<file path="src/rtl/cache_ctrl.sv">
// Direct-mapped, one-word-per-line data cache controller with a read-miss refill
// path, a write-through store path, and saturating read hit/miss counters.
module cache_ctrl #(
   parameter int ADDRESS_WIDTH = 3,
   parameter int DATA_WIDTH    = 32
) (
   input  logic                  clk,
   input  logic                  rst_n,
   input  logic                  cpu_rd,
   input  logic                  cpu_wr,
   input  logic [31:0]           cpu_addr,
   input  logic [DATA_WIDTH-1:0] cpu_wdata,
   output logic [DATA_WIDTH-1:0] cpu_rdata,
   output logic                  stall,
   input  logic                  flush,
   output logic                  mem_req,
   output logic                  mem_we,
   output logic [31:0]           mem_addr,
   output logic [DATA_WIDTH-1:0] mem_wdata,
   input  logic [DATA_WIDTH-1:0] mem_rdata,
   input  logic                  mem_ack,
   output logic [31:0]           hit_cnt,
   output logic [31:0]           miss_cnt
);

   localparam int LINES = 2 ** ADDRESS_WIDTH;
   localparam int TAG_W = 32 - ADDRESS_WIDTH - 2;

   typedef enum logic [1:0] {IDLE, RD_MISS, WR_THRU} state_t;

   state_t                  state;
   logic [LINES-1:0]        valid;
   logic [TAG_W-1:0]        tag_mem  [LINES];
   logic [DATA_WIDTH-1:0]   data_mem [LINES];

   logic [ADDRESS_WIDTH-1:0] idx;
   logic [TAG_W-1:0]         tag;
   logic [ADDRESS_WIDTH-1:0] m_idx;
   logic [TAG_W-1:0]         m_tag;
   logic                     hit;
   logic                     wr_hit;
   logic                     unused_addr_bits;

   assign idx    = cpu_addr[ADDRESS_WIDTH+1:2];
   assign tag    = cpu_addr[31:ADDRESS_WIDTH+2];
   // The registered memory address doubles as the latched address of the pending access
   assign m_idx  = mem_addr[ADDRESS_WIDTH+1:2];
   assign m_tag  = mem_addr[31:ADDRESS_WIDTH+2];
   assign hit    = valid[idx] && (tag_mem[idx] == tag);
   assign wr_hit = valid[m_idx] && (tag_mem[m_idx] == m_tag);
   assign unused_addr_bits = ^cpu_addr[1:0];

   always_comb begin
      stall     = 1'b0;
      cpu_rdata = '0;
      if (rst_n) begin
         case (state)
            IDLE: begin
               if (cpu_wr) begin
                  stall = 1'b1;
               end else if (cpu_rd) begin
                  if (hit) cpu_rdata = data_mem[idx];
                  else     stall = 1'b1;
               end
            end
            RD_MISS: begin
               if (mem_ack) cpu_rdata = mem_rdata;
               else         stall = 1'b1;
            end
            WR_THRU: stall = !mem_ack;
            default: stall = 1'b0;
         endcase
      end
   end

   always_ff @(posedge clk or negedge rst_n) begin
      if (!rst_n) begin
         state     <= IDLE;
         valid     <= '0;
         mem_req   <= 1'b0;
         mem_we    <= 1'b0;
         mem_addr  <= '0;
         mem_wdata <= '0;
         hit_cnt   <= '0;
         miss_cnt  <= '0;
      end else begin
         case (state)
            IDLE: begin
               if (flush) valid <= '0;
               if (cpu_wr) begin
                  mem_req   <= 1'b1;
                  mem_we    <= 1'b1;
                  mem_addr  <= {cpu_addr[31:2], 2'b00};
                  mem_wdata <= cpu_wdata;
                  state     <= WR_THRU;
               end else if (cpu_rd) begin
                  if (hit) begin
                     if (hit_cnt != 32'hFFFF_FFFF) hit_cnt <= hit_cnt + 32'd1;
                  end else begin
                     if (miss_cnt != 32'hFFFF_FFFF) miss_cnt <= miss_cnt + 32'd1;
                     mem_req  <= 1'b1;
                     mem_we   <= 1'b0;
                     mem_addr <= {cpu_addr[31:2], 2'b00};
                     state    <= RD_MISS;
                  end
               end
            end
            RD_MISS: begin
               if (mem_ack) begin
                  valid[m_idx] <= 1'b1;
                  mem_req      <= 1'b0;
                  state        <= IDLE;
               end
            end
            WR_THRU: begin
               if (mem_ack) begin
                  mem_req <= 1'b0;
                  mem_we  <= 1'b0;
                  state   <= IDLE;
               end
            end
            default: state <= IDLE;
         endcase
      end
   end

   // Tag and data storage carry no reset; only the valid bits decide what is live
   always_ff @(posedge clk) begin
      if (state == RD_MISS && mem_ack) begin
         data_mem[m_idx] <= mem_rdata;
         tag_mem[m_idx]  <= m_tag;
      end else if (state == WR_THRU && mem_ack && wr_hit) begin
         data_mem[m_idx] <= mem_wdata;
      end
   end

endmodule
</file>
<file path="config.mk">
export PLATFORM = sky130hd
export DESIGN_NAME = cache_ctrl
export DESIGN_NICKNAME = d
export VERILOG_FILES = /design/src/rtl/cache_ctrl.sv
export SDC_FILE = /design/constraint.sdc
export NUM_CORES = 1
export LEC_CHECK = 0
export CAP_MARGIN = 20
export CORE_MARGIN = 2
export CORE_UTILIZATION = 45
export DETAILED_ROUTE_END_ITERATION = 8
export PLACE_DENSITY = 0.65
export SETUP_SLACK_MARGIN = 0.5
export SLEW_MARGIN = 20
export SYNTH_ARGS = -nofsm -noshare
export SYNTH_HDL_FRONTEND = slang
export SYNTH_SLANG_ARGS = --single-unit
</file>
<file path="constraint.sdc">
create_clock -name clk -period 7.25 [get_ports clk]
set_input_delay 2.175 -clock clk [delete_from_list [all_inputs] [get_ports clk]]
set_output_delay 2.175 -clock clk [all_outputs]
set_load 0.005 [all_outputs]
</file>
Word-level counts from Yosys, hierarchy flattened:

Memory sizes are Yosys's and may differ from the RTL's.
Cells that the tools add are included.

* bits in registers: 140
* memory bits (writable): 472
* input port bits: 102
* output and inout bits: 163
* logic and storage cells: 97
* memories kept: 2

* add/sub/neg operators: 2
* order comparisons: 3
* equality and inequality tests: 13
* mux-type cells: 44
* bitwise gates (word level): 4
* reduce and logical (&&, ||, !) cells: 21

Memories
* data_mem: depth 8, bits a word 32, rd ports 1, clocked after Yosys merged registers in 0, write ports 1, RTL line 34 `logic [DATA_WIDTH-1:0] data_mem [LINES];`
* tag_mem: depth 8, bits a word 27, rd ports 2, clocked after Yosys merged registers in 0, write ports 1, RTL line 33 `logic [TAG_W-1:0] tag_mem [LINES];`

Operators by type and width (count)
* $mux 32: 9
* $add 32x1->32 const B: 2
* $ne 32x32->1 const B: 2
* $pmux 32 s2: 1
* $eq 27x27->1: 2
* $mux 1: 20
* $mux 8: 2
* $pmux 8 s2: 1
* $reduce_and 5->1: 2
* $reduce_and 3->1: 3
* $lt 3x4->1 const B: 2
* $mux 2: 4
* $ne 2x2->1 const B: 4
* $or 8x8->8: 1
* $reduce_and 4->1: 2
* $reduce_bool 2->1: 4
* $bmux 1 s3: 2
* $logic_and 1x1->1: 6
* $ne 3x3->1 const B: 2
* $pmux 1 s2: 2
* $pmux 2 s2: 1
* $demux 1 s3: 1
* $ge 3x1->1 const B: 1
* $pmux 1 s3: 1
* other kinds (9): 10

Logic depth before layout (Yosys ltp):

* depth after elaboration: 8
* mapped depth: 14
* depth with buffers taken out: 9

Worst setup path before layout:

No wires, ideal clock.

* kind: input to output
* from: input cpu_addr[4]
* to: output stall
* arrival time: 4.586 ns
* required time: 5.075 ns
* path slack: 0.489 ns
* stages on the path: 13
* path buffers: 5
* path through: buf_4 -> buf_4 -> buf_4 -> buf_2 -> mux2i_1 -> xor2_1 -> nand2_1 -> nor4bb_1 -> nand4_2 -> and2_4 -> o21ai_4 -> buf_12 -> a21oi_1

* word-level cells in the longest chain between the ends: 8
* elaborated cells on any way between the ends: 10
* classes of those cells: eq/ne: 1; mux: 7; reduce/logical: 1; memory: 1

Ends and longest elaborated chain
* start: declaration: RTL line 11 `input logic [31:0] cpu_addr,`
* $mem_v2 8x27 / $bmux 1 s3 (equally long branches)
* $eq 27x27->1 / $mux 1 (equally long branches): RTL line 49 `assign hit = valid[idx] && (tag_mem[idx] == tag);`
* $logic_and 1x1->1 (*): RTL line 49
* $mux 1 (*): RTL line 62 `if (hit) cpu_rdata = data_mem[idx];`
* $mux 1 (*): RTL line 61 `end else if (cpu_rd) begin`
* $mux 1 (*): RTL line 59 `if (cpu_wr) begin`
* $pmux 1 s3 (*): RTL line 57 `case (state)`
* $mux 1 (*): RTL line 56 `if (rst_n) begin`
* end: declaration: RTL line 14 `output logic stall,`

Every way passes the cells marked *; elsewhere a longest branch is shown, timed or not. The select of a mux whose other input is x is not followed.

Worst setup path in the final report:

* from: input cpu_addr[4]
* to: output cpu_rdata[19]

* word-level cells in the longest chain between the ends: 8
* elaborated cells on any way between the ends: 11
* classes of those cells: eq/ne: 1; mux: 7; reduce/logical: 1; memory: 2

Ends and longest elaborated chain
* $mem_v2 8x27 / $bmux 1 s3 (equally long branches)
* $eq 27x27->1 / $mux 1 (equally long branches): RTL line 49
* $logic_and 1x1->1: RTL line 49
* $mux 32 (*): RTL line 62
* $mux 32 (*): RTL line 61
* $mux 32 (*): RTL line 59
* $pmux 32 s2 (*): RTL line 57
* $mux 32 (*): RTL line 56
* end: declaration: RTL line 13 `output logic [DATA_WIDTH-1:0] cpu_rdata,`

Marks and branches as above.

==> impl_metrics.toml <==
[timing]
finClkSkew_ns = 0.0313
tns_ns = 0
period_minus_slack_ns = 7.13
hold_slack_ns = 0.497
drv_slew = 0
setup_violations = 0
worst_pin_slew_ns = 1.10
min_period_over_period = 0.983
clock.fmax_mhz = 140
rsz0062_at_grt = "yes"
slew_headroom = 0.262
hold_violations = 0

[yosys]
synth_edf_count = 472
synth_area_um2 = 27400
ys_warn_count = 0
syn_avg_cell_area_um2 = 16.7
ys_ff_latch = 610
synth.distinct_cells = 68
synth-main-ff-cell = "edfxtp_1"
syn_inst = 1640
async_reset_ff_frac = 0.226
yosysSeqAreaShare = 0.644

[floorplan]
dieArea_um2 = 62800
rows = 90
core_um2 = 60200
die_w_um = 251
io_pins = 265
die_h_um = 251
initial_core_util = 0.454

[setup_path]
crit_family = "buffers and inverters"
crit_type = "in2out"
cp_cell_sequence = "buf_4, buf_4, buf_12, mux4_1, mux2i_1, xor2_1, buf_4, nand3_1, nor4_2, and4_4, buf_12, buf_12, buf_8, a22oi_2, nor2_1, buf_2"
cp_max_fo = 10
endpoint_kind = "primary output"
arrival_ns = 4.95
path_buf_inv = 8
critPathRequiredTime_ns = 5.08
start_kind = "input pin"
cp_slowest_stage_delay_ns = 0.30
cpMaxStageDelayCell = "mux4_1"

[grt]
antenna_found_initial = 0
grt_max_degree = 80
grt_pass1_vias = 17100
grt.overflow.total = 0
grt_pass1_wl_um = 107000
grt.total_usage = 0.227

[clocking]
cts-root-buf = "clkbuf_16"
cts_hold_buf = 0
clk_latency_ns = 0.61
cts_sinks = 610
path_clk_slew_ns = 0.05
htreeDepth = 3
cts_tree = "yes"
numCtsBuffers = 67
cts_buffer_depth = 3

[route]
viasPerCell = 5.84
first_pass_iters = 5
postRouteAntennaNets = 0
drc = 0
wl_per_cell_um = 25.0
routed-via-count = 16600
drt-initial-drc-count = 1450
drt_wl_total_um = 70900

[placement]
port_buffers = 260
place_area_um2 = 31400
gp_congestion = 0.845
hpwl_um = 44200

[power]
leakagePower_nw = 12.1
power_density_nw_per_um2 = 319
peakVddDrop_mv = 0.189

[cells_and_area]
synthToLayoutAreaGrowth_pct = 23.7
post-route-util = 0.562
fillers = 4715
drive_above_1_share = 0.284
stdcell_area_um2 = 33800
fin_nets = 2111
insertedDiodeCount = 0

[min_path]
hp-class = "reg2reg"

[run_status]
status = "completed"

[run]
drv_cap = 0
[routing by layer]
layer  part of all wire  track usage  wire (µm)  vias to the layer above
met3              0.065       0.0381       4640                      117
met5                  0            0          0                        -
met4              0.022       0.0630       1540                        0
li1                   -            -          -                     7252
met1               0.43        0.313      30200                     8603
met2               0.49        0.373      34500                      605
[cells in the final DEF (no fill, tap or decap), types with 6 or more instances in the layout]
cell,instances
nor3_1,11
edfxtp_1,472
a22oi_1,50
a221oi_1,19
o22ai_1,6
a21oi_1,18
xnor2_1,60
xor2_1,44
a22oi_2,7
and2_1,11
clkinv_1,9
o21ai_0,12
nor2b_1,7
nor2_1,70
clkbuf_16,70
mux4_2,116
buf_2,32
nor4_1,6
buf_6,9
clkbuf_8,9
clkbuf_1,19
ha_1,6
a221o_1,6
buf_4,100
nand4_1,32
mux2_2,127
inv_1,14
buf_12,14
mux2_4,30
mux2i_1,74
clkdlybuf4s50_1,223
dfrtp_1,135
a22o_1,15
nand3_1,28
nor2_2,6
and4_1,9
nand2_1,45
and3_1,27
nor3_2,6
[kinds of logic after synthesis]
logic type,Yosys count,synth area share
flip-flops,610,0.644
other,1,0.000137
AND/OR/NAND/NOR,290,0.0557
multiplexers,351,0.195
adder cells (fa/ha/maj),6,0.00274
AO/OA/AOI/OAI,171,0.0472
XOR/XNOR,104,0.0333
buffers and inverters,107,0.0217
[area by class of cell]
type,instances,area [µm²],area share
sequential,610,17600,0.521
multi-input combinational,924,9330,0.276
timing repair buffer,386,3680,0.109
clock buffer,98,1950,0.0576
tap,782,978,0.0289
clock inverter,25,209,0.00618
inverter,14,52.6,0.00155
[path summary, 6_finish.rpt]
kind	startpoint	end	slack (ns)	cells after the start
max	cpu_addr[4]	cpu_rdata[19]	0.12	16
min	hit_cnt[28]	hit_cnt[28]	0.50	1
max reg2reg	mem_addr[4]	data_mem[4][26]	2.14	11
min reg2reg	hit_cnt[28]	hit_cnt[28]	0.50	1
max in group asynchronous	rst_n	mem_wdata[27]	4.78	2
min in group asynchronous	rst_n	mem_addr[3]	1.42	1
[Yosys cell counts (all sizes together) (18+ instances only)]
cell type  number  area [µm²]
a21oi          19        95.1
a221oi         19         166
a22oi          57         428
and3           27         169
buf            62         425
clkbuf         31         116
dfrtp         138        3450
edfxtp        472       14200
mux2          157        1880
mux2i          75         751
mux4          119        2700
nand2          46         173
nand3          28         140
nand4          33         213
nor2           80         303
nor3           18        95.1
xnor2          60         526
xor2           44         385
[report_power, final]
part / total, mW / internal (mW) / switching [mW]
Sequential: 4.75 / 4.28 / 0.467
Clock: 3.32 / 1.94 / 1.38
Combinational: 2.73 / 1.37 / 1.36
[repair_timing]
action,in CTS,in global routing
pin swaps,13,1
setup buffers,21,1
gates cloned,1,0
endpoints found under the hold margin,0,0
endpoints found under the setup margin,33,33
resized for setup,170,9
[sequential cells by signal, indices dropped and copies added (netlist names)]
| signal | flops |
|---|---|
| tag_mem | 216 |
| mem_addr | 30 |
| mem_we | 1 |
| hit_cnt | 32 |
| state | 2 |
| valid | 8 |
| data_mem | 256 |
| mem_wdata | 32 |
| miss_cnt | 32 |
| mem_req | 1 |
[per-stage QoR]
step,std cells,total power [mW],worst slack [ns]
final,2839,10.8,0.121
after global routing,2839,11.2,0.0270
after CTS,2838,10.9,0.162
after detailed placement,2693,7.52,-0.437
after global placement,2693,7.48,-0.452
after floorplan,1641,6.26,0.515
No activity file was read; power rests on OpenSTA's default activity.
